**config.mk**
```make
export PLATFORM = sky130hd
export DESIGN_NAME = handshake_rr_arbiter_flat
export DESIGN_NICKNAME = d
export VERILOG_FILES = /design/src/rtl/handshake_rr_arbiter_if.sv /design/src/rtl/handshake_rr_arbiter.sv /design/src/flat_wrapper.sv
export SDC_FILE = /design/constraint.sdc
export NUM_CORES = 1
export LEC_CHECK = 0
export CAP_MARGIN = 10
export CORE_ASPECT_RATIO = 1.75
export CORE_MARGIN = 2
export CORE_UTILIZATION = 47
export CTS_CLUSTER_SIZE = 16
export DETAILED_ROUTE_END_ITERATION = 16
export PLACE_DENSITY = 0.86
export SLEW_MARGIN = 40
export SYNTH_ARGS = -nofsm -noshare
export SYNTH_HDL_FRONTEND = slang
export SYNTH_SLANG_ARGS = --single-unit
```
**constraint.sdc**
```tcl
create_clock -name clk -period 5.5 [get_ports clk]
set_clock_uncertainty 0.2 [all_clocks]
set_input_delay 0.55 -clock clk [delete_from_list [all_inputs] [get_ports clk]]
set_output_delay 0.55 -clock clk [all_outputs]
set_load 0.02 [all_outputs]
```
**src/rtl/handshake_rr_arbiter_if.sv**
```systemverilog
// Bus between the round-robin arbiter, its requesters and the source side of a handshake synchronizer.
// The master modport is the arbiter's view; slave is the requester/synchronizer environment.
interface handshake_rr_arbiter_if #(
  parameter int unsigned NUM_REQ    = 4,
  parameter int unsigned DATA_WIDTH = 8
);
  localparam int unsigned GRANT_W = (NUM_REQ > 1) ? $clog2(NUM_REQ) : 1;

  logic [NUM_REQ-1:0]            req;
  logic [NUM_REQ*DATA_WIDTH-1:0] req_data;
  logic [NUM_REQ-1:0]            ack;
  logic                          hs_valid;
  logic [DATA_WIDTH-1:0]         hs_data;
  logic                          hs_busy;
  logic [GRANT_W-1:0]            grant_id;
  logic                          active;
  logic                          err;

  modport master (
    input  req, req_data, hs_busy,
    output ack, hs_valid, hs_data, grant_id, active, err
  );

  modport slave (
    output req, req_data, hs_busy,
    input  ack, hs_valid, hs_data, grant_id, active, err
  );
endinterface

```
**src/rtl/handshake_rr_arbiter.sv**
```systemverilog
// Round-robin arbiter feeding one handshake synchronizer: one transfer in flight at a time,
// waits out the synchronizer busy window, and flags a transfer that is never acknowledged.
module handshake_rr_arbiter #(
  parameter int unsigned NUM_REQ      = 4,
  parameter int unsigned DATA_WIDTH   = 8,
  parameter int unsigned BUSY_TIMEOUT = 16
) (
  input logic                     clk,
  input logic                     rst,
  handshake_rr_arbiter_if.master  bus
);
  localparam int unsigned GRANT_W = (NUM_REQ > 1) ? $clog2(NUM_REQ) : 1;
  localparam int unsigned CNT_W   = $clog2(BUSY_TIMEOUT + 1);

  typedef enum logic [1:0] {IDLE, ISSUE, WAIT_BUSY, WAIT_IDLE} state_t;

  state_t                state, state_nxt;
  logic [CNT_W-1:0]      cnt, cnt_nxt;
  logic [GRANT_W-1:0]    ptr, ptr_nxt, win;
  logic                  win_ok;
  logic [DATA_WIDTH-1:0] slot [NUM_REQ];

  logic [NUM_REQ-1:0]    ack_q, ack_nxt;
  logic                  valid_q, valid_nxt;
  logic [DATA_WIDTH-1:0] data_q, data_nxt;
  logic [GRANT_W-1:0]    grant_q, grant_nxt;
  logic                  active_q, active_nxt;
  logic                  err_q, err_nxt;

  always_comb begin
    for (int unsigned i = 0; i < NUM_REQ; i++) begin
      slot[i] = bus.req_data[i*DATA_WIDTH +: DATA_WIDTH];
    end
  end

  // First requester at or above ptr, wrapping around
  always_comb begin
    int unsigned idx;
    idx    = 0;
    win    = '0;
    win_ok = 1'b0;
    for (int unsigned i = 0; i < NUM_REQ; i++) begin
      idx = 32'(ptr) + i;
      if (idx >= NUM_REQ) idx = idx - NUM_REQ;
      if (!win_ok && bus.req[GRANT_W'(idx)]) begin
        win    = GRANT_W'(idx);
        win_ok = 1'b1;
      end
    end
  end

  always_ff @(posedge clk or posedge rst) begin
    if (rst) state <= IDLE;
    else     state <= state_nxt;
  end

  // The timeout exit is taken one cycle after cnt reaches BUSY_TIMEOUT-1,
  // so err lands BUSY_TIMEOUT+2 cycles after the issue pulse.
  always_comb begin
    state_nxt = state;
    cnt_nxt   = cnt;
    case (state)
      IDLE:      if (win_ok && !bus.hs_busy) state_nxt = ISSUE;
      ISSUE: begin
        state_nxt = WAIT_BUSY;
        cnt_nxt   = '0;
      end
      WAIT_BUSY: begin
        if (bus.hs_busy)                            state_nxt = WAIT_IDLE;
        else if (cnt == CNT_W'(BUSY_TIMEOUT))       state_nxt = IDLE;
        else                                        cnt_nxt   = cnt + CNT_W'(1);
      end
      WAIT_IDLE: if (!bus.hs_busy) state_nxt = IDLE;
      default:   state_nxt = IDLE;
    endcase
  end

  always_comb begin
    ack_nxt    = '0;
    valid_nxt  = 1'b0;
    err_nxt    = 1'b0;
    data_nxt   = data_q;
    grant_nxt  = grant_q;
    ptr_nxt    = ptr;
    active_nxt = (state_nxt != IDLE);
    if (state == IDLE && state_nxt == ISSUE) begin
      ack_nxt[win] = 1'b1;
      valid_nxt    = 1'b1;
      data_nxt     = slot[win];
      grant_nxt    = win;
      ptr_nxt      = (32'(win) == NUM_REQ - 1) ? '0 : win + GRANT_W'(1);
    end
    if (state == WAIT_BUSY && state_nxt == IDLE) err_nxt = 1'b1;
  end

  always_ff @(posedge clk or posedge rst) begin
    if (rst) begin
      cnt      <= '0;
      ptr      <= '0;
      ack_q    <= '0;
      valid_q  <= 1'b0;
      data_q   <= '0;
      grant_q  <= '0;
      active_q <= 1'b0;
      err_q    <= 1'b0;
    end else begin
      cnt      <= cnt_nxt;
      ptr      <= ptr_nxt;
      ack_q    <= ack_nxt;
      valid_q  <= valid_nxt;
      data_q   <= data_nxt;
      grant_q  <= grant_nxt;
      active_q <= active_nxt;
      err_q    <= err_nxt;
    end
  end

  assign bus.ack      = ack_q;
  assign bus.hs_valid = valid_q;
  assign bus.hs_data  = data_q;
  assign bus.grant_id = grant_q;
  assign bus.active   = active_q;
  assign bus.err      = err_q;
endmodule

```
**src/flat_wrapper.sv**
```systemverilog
// flat-port wrapper written by rule: the top's interface ports become plain ports
module handshake_rr_arbiter_flat 
#(
  parameter int unsigned NUM_REQ      = 4,
  parameter int unsigned DATA_WIDTH   = 8,
  parameter int unsigned BUSY_TIMEOUT = 16
)
  (clk, rst, bus_req, bus_req_data, bus_hs_busy, bus_ack, bus_hs_valid, bus_hs_data, bus_grant_id, bus_active, bus_err);
  handshake_rr_arbiter_if #(.NUM_REQ(NUM_REQ), .DATA_WIDTH(DATA_WIDTH)) bus_i ();
  input logic clk;
  input logic rst;
  input wire logic [$bits(bus_i.req)-1:0] bus_req;
  input wire logic [$bits(bus_i.req_data)-1:0] bus_req_data;
  input wire logic [$bits(bus_i.hs_busy)-1:0] bus_hs_busy;
  output wire logic [$bits(bus_i.ack)-1:0] bus_ack;
  output wire logic [$bits(bus_i.hs_valid)-1:0] bus_hs_valid;
  output wire logic [$bits(bus_i.hs_data)-1:0] bus_hs_data;
  output wire logic [$bits(bus_i.grant_id)-1:0] bus_grant_id;
  output wire logic [$bits(bus_i.active)-1:0] bus_active;
  output wire logic [$bits(bus_i.err)-1:0] bus_err;
  assign bus_i.req = bus_req;
  assign bus_i.req_data = bus_req_data;
  assign bus_i.hs_busy = bus_hs_busy;
  assign bus_ack = bus_i.ack;
  assign bus_hs_valid = bus_i.hs_valid;
  assign bus_hs_data = bus_i.hs_data;
  assign bus_grant_id = bus_i.grant_id;
  assign bus_active = bus_i.active;
  assign bus_err = bus_i.err;
  handshake_rr_arbiter #(.NUM_REQ(NUM_REQ), .DATA_WIDTH(DATA_WIDTH), .BUSY_TIMEOUT(BUSY_TIMEOUT)) u_core (.clk(clk), .rst(rst), .bus(bus_i));
endmodule
```
* Yosys cells after proc, flatten, opt, wreduce, memory -nomap -nowiden
Index checks and enable logic that the tools add are counted.
Cells by class: $add $sub $neg 9, $lt $le $gt $ge 11, eq/ne operators 8, muxes and demuxes 37, bitwise logic cells 1, reduce and logical (&&, ||, !) cells 16
Operator list (number):
- 2-bit 2-to-1 mux | 13
- 8-bit binary-select mux with 2-bit select | 1
- 8-bit 2-to-1 mux | 2
- 2-bit by 3-bit < comparator with 1-bit output (second input constant) | 5
- 3-bit greater-or-equal comparator (second input constant) | 4
- 1-bit 2-to-1 mux | 11
- 5-bit 2-to-1 mux | 2
- 5-bit one-hot mux with 2 select lines | 1
- 1-bit binary-select mux with 2-bit select | 4
- 2-bit one-hot mux with 4 select lines | 1
- 2-bit by 1-bit subtractor with 2-bit output (second input constant) | 4
- 1-bit logical AND | 7
- 2-bit by 2-bit adder with 3-bit output (second input constant) | 2
- 2-bit == test (second input constant) | 3
- 5-bit by 1-bit adder with 5-bit output (second input constant) | 1
- 5-bit == test (second input constant) | 1
- 2-bit by 1-bit == test with 1-bit output (second input constant) | 2
- 1-bit logical NOT | 4
- 2-bit logical NOT | 2
- 4-bit 2-to-1 mux | 1
- 2-bit inequality test (second input constant) | 2
- 2-bit nonzero test | 2
- 2-bit by 1-bit adder with 3-bit output (second input constant) | 1
- 2-bit by 3-bit greater-or-equal comparator with 1-bit output (second input constant) | 1
- other kinds (5) | 5
Word-level totals: register bits after elaboration 26, input port bits 39, output and inout port bits 17, logic and storage cells 91

* Depth between registers and ports, before layout
Gate-level depths: netlist (run 1).
word-level depth 20, depth in mapped cells 7, mapped depth without buffers 7

* Least setup slack after synthesis (run 1)
No wires, ideal clock.
path type input port to flip-flop, from in bus_req[2], to reg u_core.ack_q[0], in the netlist u_core.bus.ack[0], setup time 0.119 ns, data arrival time 1.526 ns, slack 3.655 ns, stages 7, path buffers 1, path through mux2i_1 > nor2_2 > nor3_4 > buf_4 > inv_1 > ha_1 > and2_1
RTL lines:
- start, declared | RTL line flat_wrapper.sv:12 | input wire logic [$bits(bus_i.req)-1:0] bus_req;
- 1-bit binary-select mux with 2-bit select | RTL line handshake_rr_arbiter.sv:45 | if (!win_ok && bus.req[GRANT_W'(idx)]) begin
- 1-bit 2-to-1 mux (implied by the code) | RTL line handshake_rr_arbiter.sv:45
- 1-bit 2-to-1 mux | RTL line handshake_rr_arbiter.sv:45
- 1-bit logical NOT | RTL line handshake_rr_arbiter.sv:45
- 1-bit logical AND | RTL line handshake_rr_arbiter.sv:45
- 1-bit 2-to-1 mux | RTL line handshake_rr_arbiter.sv:45
- 1-bit logical NOT | RTL line handshake_rr_arbiter.sv:45
- 1-bit logical AND | RTL line handshake_rr_arbiter.sv:45
- [... 3 more ...]
- 2-bit 2-to-1 mux (*) | RTL line handshake_rr_arbiter.sv:45
- net u_core.win[0] | RTL line handshake_rr_arbiter.sv:19 | logic [GRANT_W-1:0] ptr, ptr_nxt, win;
- 2-bit by 3-bit < comparator with 1-bit output (implied by the code) or 2-bit by 1-bit greater-or-equal comparator with 1-bit output (tied branches) | RTL line handshake_rr_arbiter.sv:87 | ack_nxt[win] = 1'b1;
- 1-bit logical AND (implied by the code) | RTL line handshake_rr_arbiter.sv:87
- 1-bit 2-to-1 mux (implied by the code) | RTL line handshake_rr_arbiter.sv:87
- 1-bit demux with 2-bit select (*)
- 4-bit 2-to-1 mux (*) | RTL line handshake_rr_arbiter.sv:86 | if (state == IDLE && state_nxt == ISSUE) begin
- net u_core.ack_nxt[0] | RTL line handshake_rr_arbiter.sv:23 | logic [NUM_REQ-1:0] ack_q, ack_nxt;
- end signal, assigned | RTL line handshake_rr_arbiter.sv:109 | ack_q <= ack_nxt;
- end, declared | RTL line handshake_rr_arbiter.sv:23
The timed path passes the listed nets; every way through them passes the cells marked *. The select of a mux whose other input is x is not followed. A chain may end at the register's enable or synchronous reset.

* Worst setup path in the final report (run 1)
from in bus_req[0], to reg u_core.data_q[5], in the netlist u_core.bus.hs_data[5]
On the way: cells in the longest elaborated chain, start to end 17
RTL lines:
- 1-bit binary-select mux with 2-bit select | RTL line handshake_rr_arbiter.sv:45
- 1-bit 2-to-1 mux (implied by the code) | RTL line handshake_rr_arbiter.sv:45
- 1-bit 2-to-1 mux | RTL line handshake_rr_arbiter.sv:45
- 1-bit logical NOT | RTL line handshake_rr_arbiter.sv:45
- 1-bit logical AND | RTL line handshake_rr_arbiter.sv:45
- 1-bit 2-to-1 mux | RTL line handshake_rr_arbiter.sv:45
- 1-bit logical NOT | RTL line handshake_rr_arbiter.sv:45
- 1-bit logical AND | RTL line handshake_rr_arbiter.sv:45
- 1-bit 2-to-1 mux | RTL line handshake_rr_arbiter.sv:45
- 1-bit logical NOT | RTL line handshake_rr_arbiter.sv:45
- 1-bit logical AND | RTL line handshake_rr_arbiter.sv:45
- 1-bit 2-to-1 mux | RTL line handshake_rr_arbiter.sv:45
- 1-bit logical AND | RTL line handshake_rr_arbiter.sv:63 | IDLE: if (win_ok && !bus.hs_busy) state_nxt = ISSUE;
- 2-bit 2-to-1 mux | RTL line handshake_rr_arbiter.sv:63
- 2-bit one-hot mux with 4 select lines | RTL line handshake_rr_arbiter.sv:62 | case (state)
- 2-bit by 1-bit == test with 1-bit output | RTL line handshake_rr_arbiter.sv:86
- 1-bit logical AND | RTL line handshake_rr_arbiter.sv:86
- end signal, assigned | RTL line handshake_rr_arbiter.sv:111 | data_q <= data_nxt;
- end, declared | RTL line handshake_rr_arbiter.sv:25 | logic [DATA_WIDTH-1:0] data_q, data_nxt;
Parallel ways exist; a longest one is shown, timed or not. The select of a mux whose other input is x is not followed.

==> results of run 1 <==
==> how the worst max path moves through the flow <==
stage | cells past startpoint | start | slack (ns) | endpoint
after global placement | 7 | bus_req[0] | 2.49 | u_core.bus.ack[0]
after global routing | 7 | bus_req[0] | 2.80 | u_core.bus.hs_data[5]
after floorplan | 7 | bus_req[2] | 3.66 | u_core.bus.ack[0]
final | 7 | bus_req[0] | 2.92 | u_core.bus.hs_data[5]
after CTS | 5 | bus_req[1] | 2.88 | u_core.bus.hs_data[1]
after detailed placement | 5 | bus_req[1] | 2.58 | u_core.bus.hs_data[7]
==> logic make-up after synthesis <==
family                   count (synthesis)  synth area share [%]
multiplexers                            18                  12.0
adder cells (fa/ha/maj)                  6                  5.01
AO/OA/AOI/OAI                           29                  18.5
AND/OR/NAND/NOR                         44                  16.7
flip-flops                              26                  43.4
buffers and inverters                   13                  4.26
==> cell usage in the layout, fill, tap and decap left out, types with 2 or more instances in the layout <==
master	count
inv_2	2
o21ai_0	7
a22oi_1	2
nand2_1	21
nand2_4	2
o221ai_2	8
o211ai_1	2
a21oi_1	4
nor3_4	2
clkdlybuf4s50_1	55
nor2_1	3
clkbuf_8	3
dfrtp_1	26
and2_1	4
inv_1	6
ha_1	6
mux2i_1	18
nor3_1	4
==> sequential cells by signal, indices dropped and copies added (netlist names) <==
signal and count:
u_core.bus.err 1, u_core.bus.ack 4, u_core.bus.hs_valid 1, u_core.bus.hs_data 8
u_core.ptr 2, u_core.bus.grant_id 2, u_core.cnt 5, u_core.bus.active 1
u_core.state 2
==> critical path, stage by stage <==
cell	delay, ns
clkdlybuf4s50_1	0.52
mux2i_1	0.21
nor2_2	0.07
nor3_4	0.57
buf_8	0.24
mux2i_1	0.25
o221ai_2	0.12
==> metrics by stage <==
stage / std cells / instance area [um2] / hold slack [ns]
6_report: 236 / 2170 / 0.298
3_3_place_gp: 230 / 2070 / 0.266
5_1_grt: 236 / 2170 / 0.328
3_5_place_dp: 231 / 2090 / 0.278
4_1_cts: 235 / 2160 / 0.300
2_1_floorplan: 136 / 1500 / 0.297
==> layout make-up <==
| cell class | instances | area, um2 |
|---|---|---|
| Sequential cell | 26 | 651 |
| Clock buffer | 3 | 41.3 |
| Clock inverter | 1 | 30.0 |
| Fill cell | 253 | 942 |
| Tap cell | 43 | 53.8 |
| Multi-Input combinational cell | 97 | 783 |
| Timing Repair Buffer | 57 | 573 |
| Inverter | 9 | 33.8 |
==> where the power goes <==
part | switching [mW] | internal (mW) | leakage, nW
Clock | 0.0614 | 0.0974 | 0.0357
Sequential | 0.0655 | 0.255 | 0.334
Combinational | 0.234 | 0.215 | 0.589
Total | 0.361 | 0.568 | 0.959
==> metal layers <==
metal / wire, um / share of wire (%) / track usage, % / vias up
met5: 0 / 0 / 0 / -
met4: 31 / 0.83 / 7.50 / 0
met3: 124 / 3.3 / 2.07 / 2
met2: 2300 / 61 / 42.6 / 38
met1: 1290 / 34 / 21.0 / 627
li1: - / - / - / 599
==> qor.csv, run 1 <==
metric;value;unit
die_height;78.7;um
synthCells;136;
clock_sinks;26;
synth_cell_type_count;34;
vias;1266;
cts_tree;yes;
cts_root_buffer;clkbuf_8;
post_cts_buffers;0;
ys_seq_area_share;43.4;%
period_minus_slack;2.58;ns
fin_nets;239;
ys_ff_latch;26;
io_pins;56;
synthArstFlopShare;100;%
dieArea;3670;um2
clkLatencyLatePin;0.27;ns
routedWlPerCell;15.9;um
tns;0;ns
drive_above_1_share;13.5;%
ant_nets;0;
worstHoldStart;u_core.bus.hs_data[0];
antenna_found_initial;0;
start_util;48.2;%
synth_area;1500;um2
r2r_cells;6;
gp_congestion;0.742;
synth_edf_count;0;
relSlewSlack;57.1;%
crit_arrival;2.53;ns
tightest_slew;0.641;ns
grt_pass1_vias;1319;
report.power.total;929;uW
io_buffers;55;
grt_pass1_wl;5.78;mm
crit_path_end_kind;flop;
synth_ff_type;dfrtp_1;
cts_buffer_depth;2;
worstSetupPathType;input pin to flop;
rows;27;
drv_slew;0;
yosys_warnings;0;
fin_util;69.7;%
clock.fmax;0.388;GHz
rrSetupSlack;3.23;ns
vias_per_cell;5.36;
r2r-start;u_core.ptr[1];
finalHoldViolCount;0;
drtIter0Drc;12;
remaining_drc_errors;0;
gr-usage-all-layers;21.6;%
clk_pin_slew;0.09;ns
p_leak;0.959;nW
hold_buffers;0;
powerDensity;429;nW/um2
status;completed;
period_share;46.9;%
rsz0062_at_grt;false;
n_antenna_cell;0;
yosysTopAreaCell;dfrtp_1;
hold_class;flop to flop;
ys_top_cells_by_area;dfrtp_1 43%, mux2i_1 12%, o221ai_2 8.0%, nand2_1 5.3%, ha_1 5.0%;
core;3110;um2
syn_to_final_growth;44.6;%
cts_max_level;1;
min_path_cells;2;
post_cts_resized;0;
ir_drop;240;uV
numCtsBuffers;3;
synth.most_common_cell;dfrtp_1;
avgSynthCellArea;11.0;um2
grt_overflow;0;
setup_viol;0;
hold_path_end;u_core.bus.hs_data[0];
place_ws;2.58;ns
grt_max_degree;27;
drt_pre_antenna_iters;4;
dpl.hpwl;2.87;mm
synth_commonest_cells;26 x dfrtp_1, 21 x nand2_1, 18 x mux2i_1;
die_w;46.7;um
drv_cap;0;
r2r_end;u_core.bus.hs_data[5];
critPathLaunchType;input pin;
crit_fanout;12;
syn_nets;181;
wl;3.75;mm
setup_ws;2.92;ns
cp.required;5.45;ns
yosys.area.top_type_share;43.4;%
No activity file was read; power rests on OpenSTA's default activity.
==> run 2: changes to the inputs <==
Settings changed: CORE_UTILIZATION 47 to 44, PLACE_DENSITY 0.86 to 0.82.
Clock period 5.5 ns to 2.5 ns, I/O delays scaled along.
==> qor.csv, run 2 (same netlist as run 1, synthesis figures left out) <==
metric;value;unit;change
switchingPower;770;uW;+110%
hold_buffers;0;;unchanged
cts_buffer_depth;2;;unchanged
largest_register_ffs;8;;unchanged
clkLatencyLatePin;0.27;ns;about the same
fin_util;65.1;%;-4.6 points
drtIter0Drc;34;;+22
met2_usage;36.0;%;-6.6 points
ant_nets;0;;unchanged
final_common_cell;clkdlybuf4s50_1;;
n_antenna_cell;0;;unchanged
final_cell_mix;55 x clkdlybuf4s50_1, 26 x dfrtp_1, 21 x nand2_1;;
post_cts_resized;0;;unchanged
cts_tree;yes;;
core;3330;um2;+7.1%
clk_pin_slew;0.09;ns;about the same
pwr-share-clk;13.7;%;-3.4 points
grt_overflow;0;;unchanged
p_leak;0.965;nW;+0.62%
r2r_cells;6;;unchanged
vias_per_cell;5.24;;-2.3%
busiest_layer;met2;;
powerDensity;896;nW/um2;+110%
vias;1263;;-0.24%
internal-power;1.17;mW;+110%
globalRouteMet3Util;1.56;%;-0.51 points
cp.required;2.45;ns;-3.00 ns
crit_path_end_kind;flop;;
clock.fmax;0.486;GHz;
wl;3.47;mm;-7.4%
die_w;48.1;um;+3.1%
period_share;82.3;%;
setup_viol;0;;unchanged
relSlewSlack;69.0;%;+12 points
ir_drop;553;uV;+130%
dieArea;3900;um2;+6.3%
num-fill-cells;267;;+5.5%
io_pins;56;;unchanged
rows;28;;+3.7%
crit_arrival;2.00;ns;-0.53 ns
period_minus_slack;2.06;ns;
gr-usage-all-layers;19.4;%;-2.2 points
worstSetupPathType;input pin to flop;;
multi_input_area;783;um2;unchanged
grt_pass1_wl;5.46;mm;-5.6%
r2r-start;u_core.ptr[1];;
clock_sinks;26;;unchanged
start_util;45.0;%;-3.2 points
grt_max_degree;27;;unchanged
tightest_slew;0.465;ns;-0.177 ns
gp_congestion;0.803;;+8.3%
cts_max_level;1;;unchanged
routedWlPerCell;14.4;um;-9.3%
critPathLaunchType;input pin;;
antenna_found_initial;0;;unchanged
report.power.total;1.94;mW;+110%
cts_root_buffer;clkbuf_8;;
io_buffers;55;;unchanged
seqCellArea;651;um2;unchanged
drive_above_1_share;14.3;%;+0.81 points
r2r_end;u_core.bus.hs_data[7];;
die_height;81.2;um;+3.2%
finalHoldViolCount;0;;unchanged
grt_pass1_vias;1343;;+1.8%
dpl.hpwl;2.84;mm;-0.98%
fin_nets;242;;+1.3%
tns;0;ns;unchanged
numCtsBuffers;3;;unchanged
hold_class;input pin to async pin;;
rrSetupSlack;0.46;ns;-2.77 ns
crit_fanout;10;;-2
rsz0062_at_grt;false;;
drv_slew;0;;unchanged
switching_share;39.6;%;+0.74 points
post_cts_buffers;0;;unchanged
drt_pre_antenna_iters;4;;unchanged
syn_to_final_growth;44.7;%;about the same
seqPwrFrac;35.7;%;+1.2 points
pwr-share-comb;50.6;%;+2.2 points
status;completed;;
drv_cap;0;;unchanged
remaining_drc_errors;0;;unchanged
gr-usage-met1;19.9;%;-1.1 points
run 2: cell count changes in the layout (fill, tap and decap cells not counted), sizes merged:
cell	previous run	this run
buf	2	5
bufinv	1	0
clkbuf	3	4
run 2: metal layers:
metal	wire length, um	part of all wire (%)	vias up
met4	99	2.9	0
met2	2040	59	47
met3	115	3.3	6
met5	0	0	-
met1	1220	35	606
li1	-	-	604
run 2: how the worst max path moves through the flow:
stage          slack (ns)     startpoint                     to
2_1_floorplan        0.74  u_core.ptr[1]      u_core.bus.ack[0]
5_1_grt              0.33     bus_req[0]  u_core.bus.hs_data[3]
3_5_place_dp         0.13     bus_req[0]  u_core.bus.hs_data[7]
3_3_place_gp         0.30     bus_req[0]  u_core.bus.hs_data[3]
4_1_cts              0.42     bus_req[0]  u_core.bus.hs_data[7]
6_report             0.44     bus_req[0]  u_core.bus.hs_data[7]
run 2: power groups by stage:
stage | sequential [mW] | clock [mW] | combinational, mW
CTS | 0.694 | 0.272 | 0.997
global route | 0.719 | 0.288 | 1.07
floorplan | 0.778 | 0 | 0.533
global placement | 0.690 | 0 | 0.953
finish | 0.694 | 0.267 | 0.982
detailed placement | 0.701 | 0 | 0.992
run 2: through the flow:
step	instance area [um2]	instances	worst slack [ns]	hold WS (ns)
finish	2170	241	0.443	0.132
floorplan	1500	136	0.738	0.0900
CTS	2170	241	0.423	0.148
global placement	2110	237	0.304	0.264
global route	2170	241	0.327	0.160
detailed placement	2110	237	0.128	0.268
run 2: final cells by class:
type	instances	area share, %
Inverter	9	1.56
Sequential cell	26	30.0
Timing Repair Buffer	60	27.1
Tap cell	45	2.60
Clock buffer	4	2.54
Multi-Input combinational cell	97	36.1
run 2: critical path, cell delays in order:
cell             delay, ns
clkdlybuf4s50_1       0.52
mux2i_1               0.23
nor2_2                0.07
nor3_4                0.27
buf_4                 0.26
mux2i_1               0.27
o221ai_2              0.13
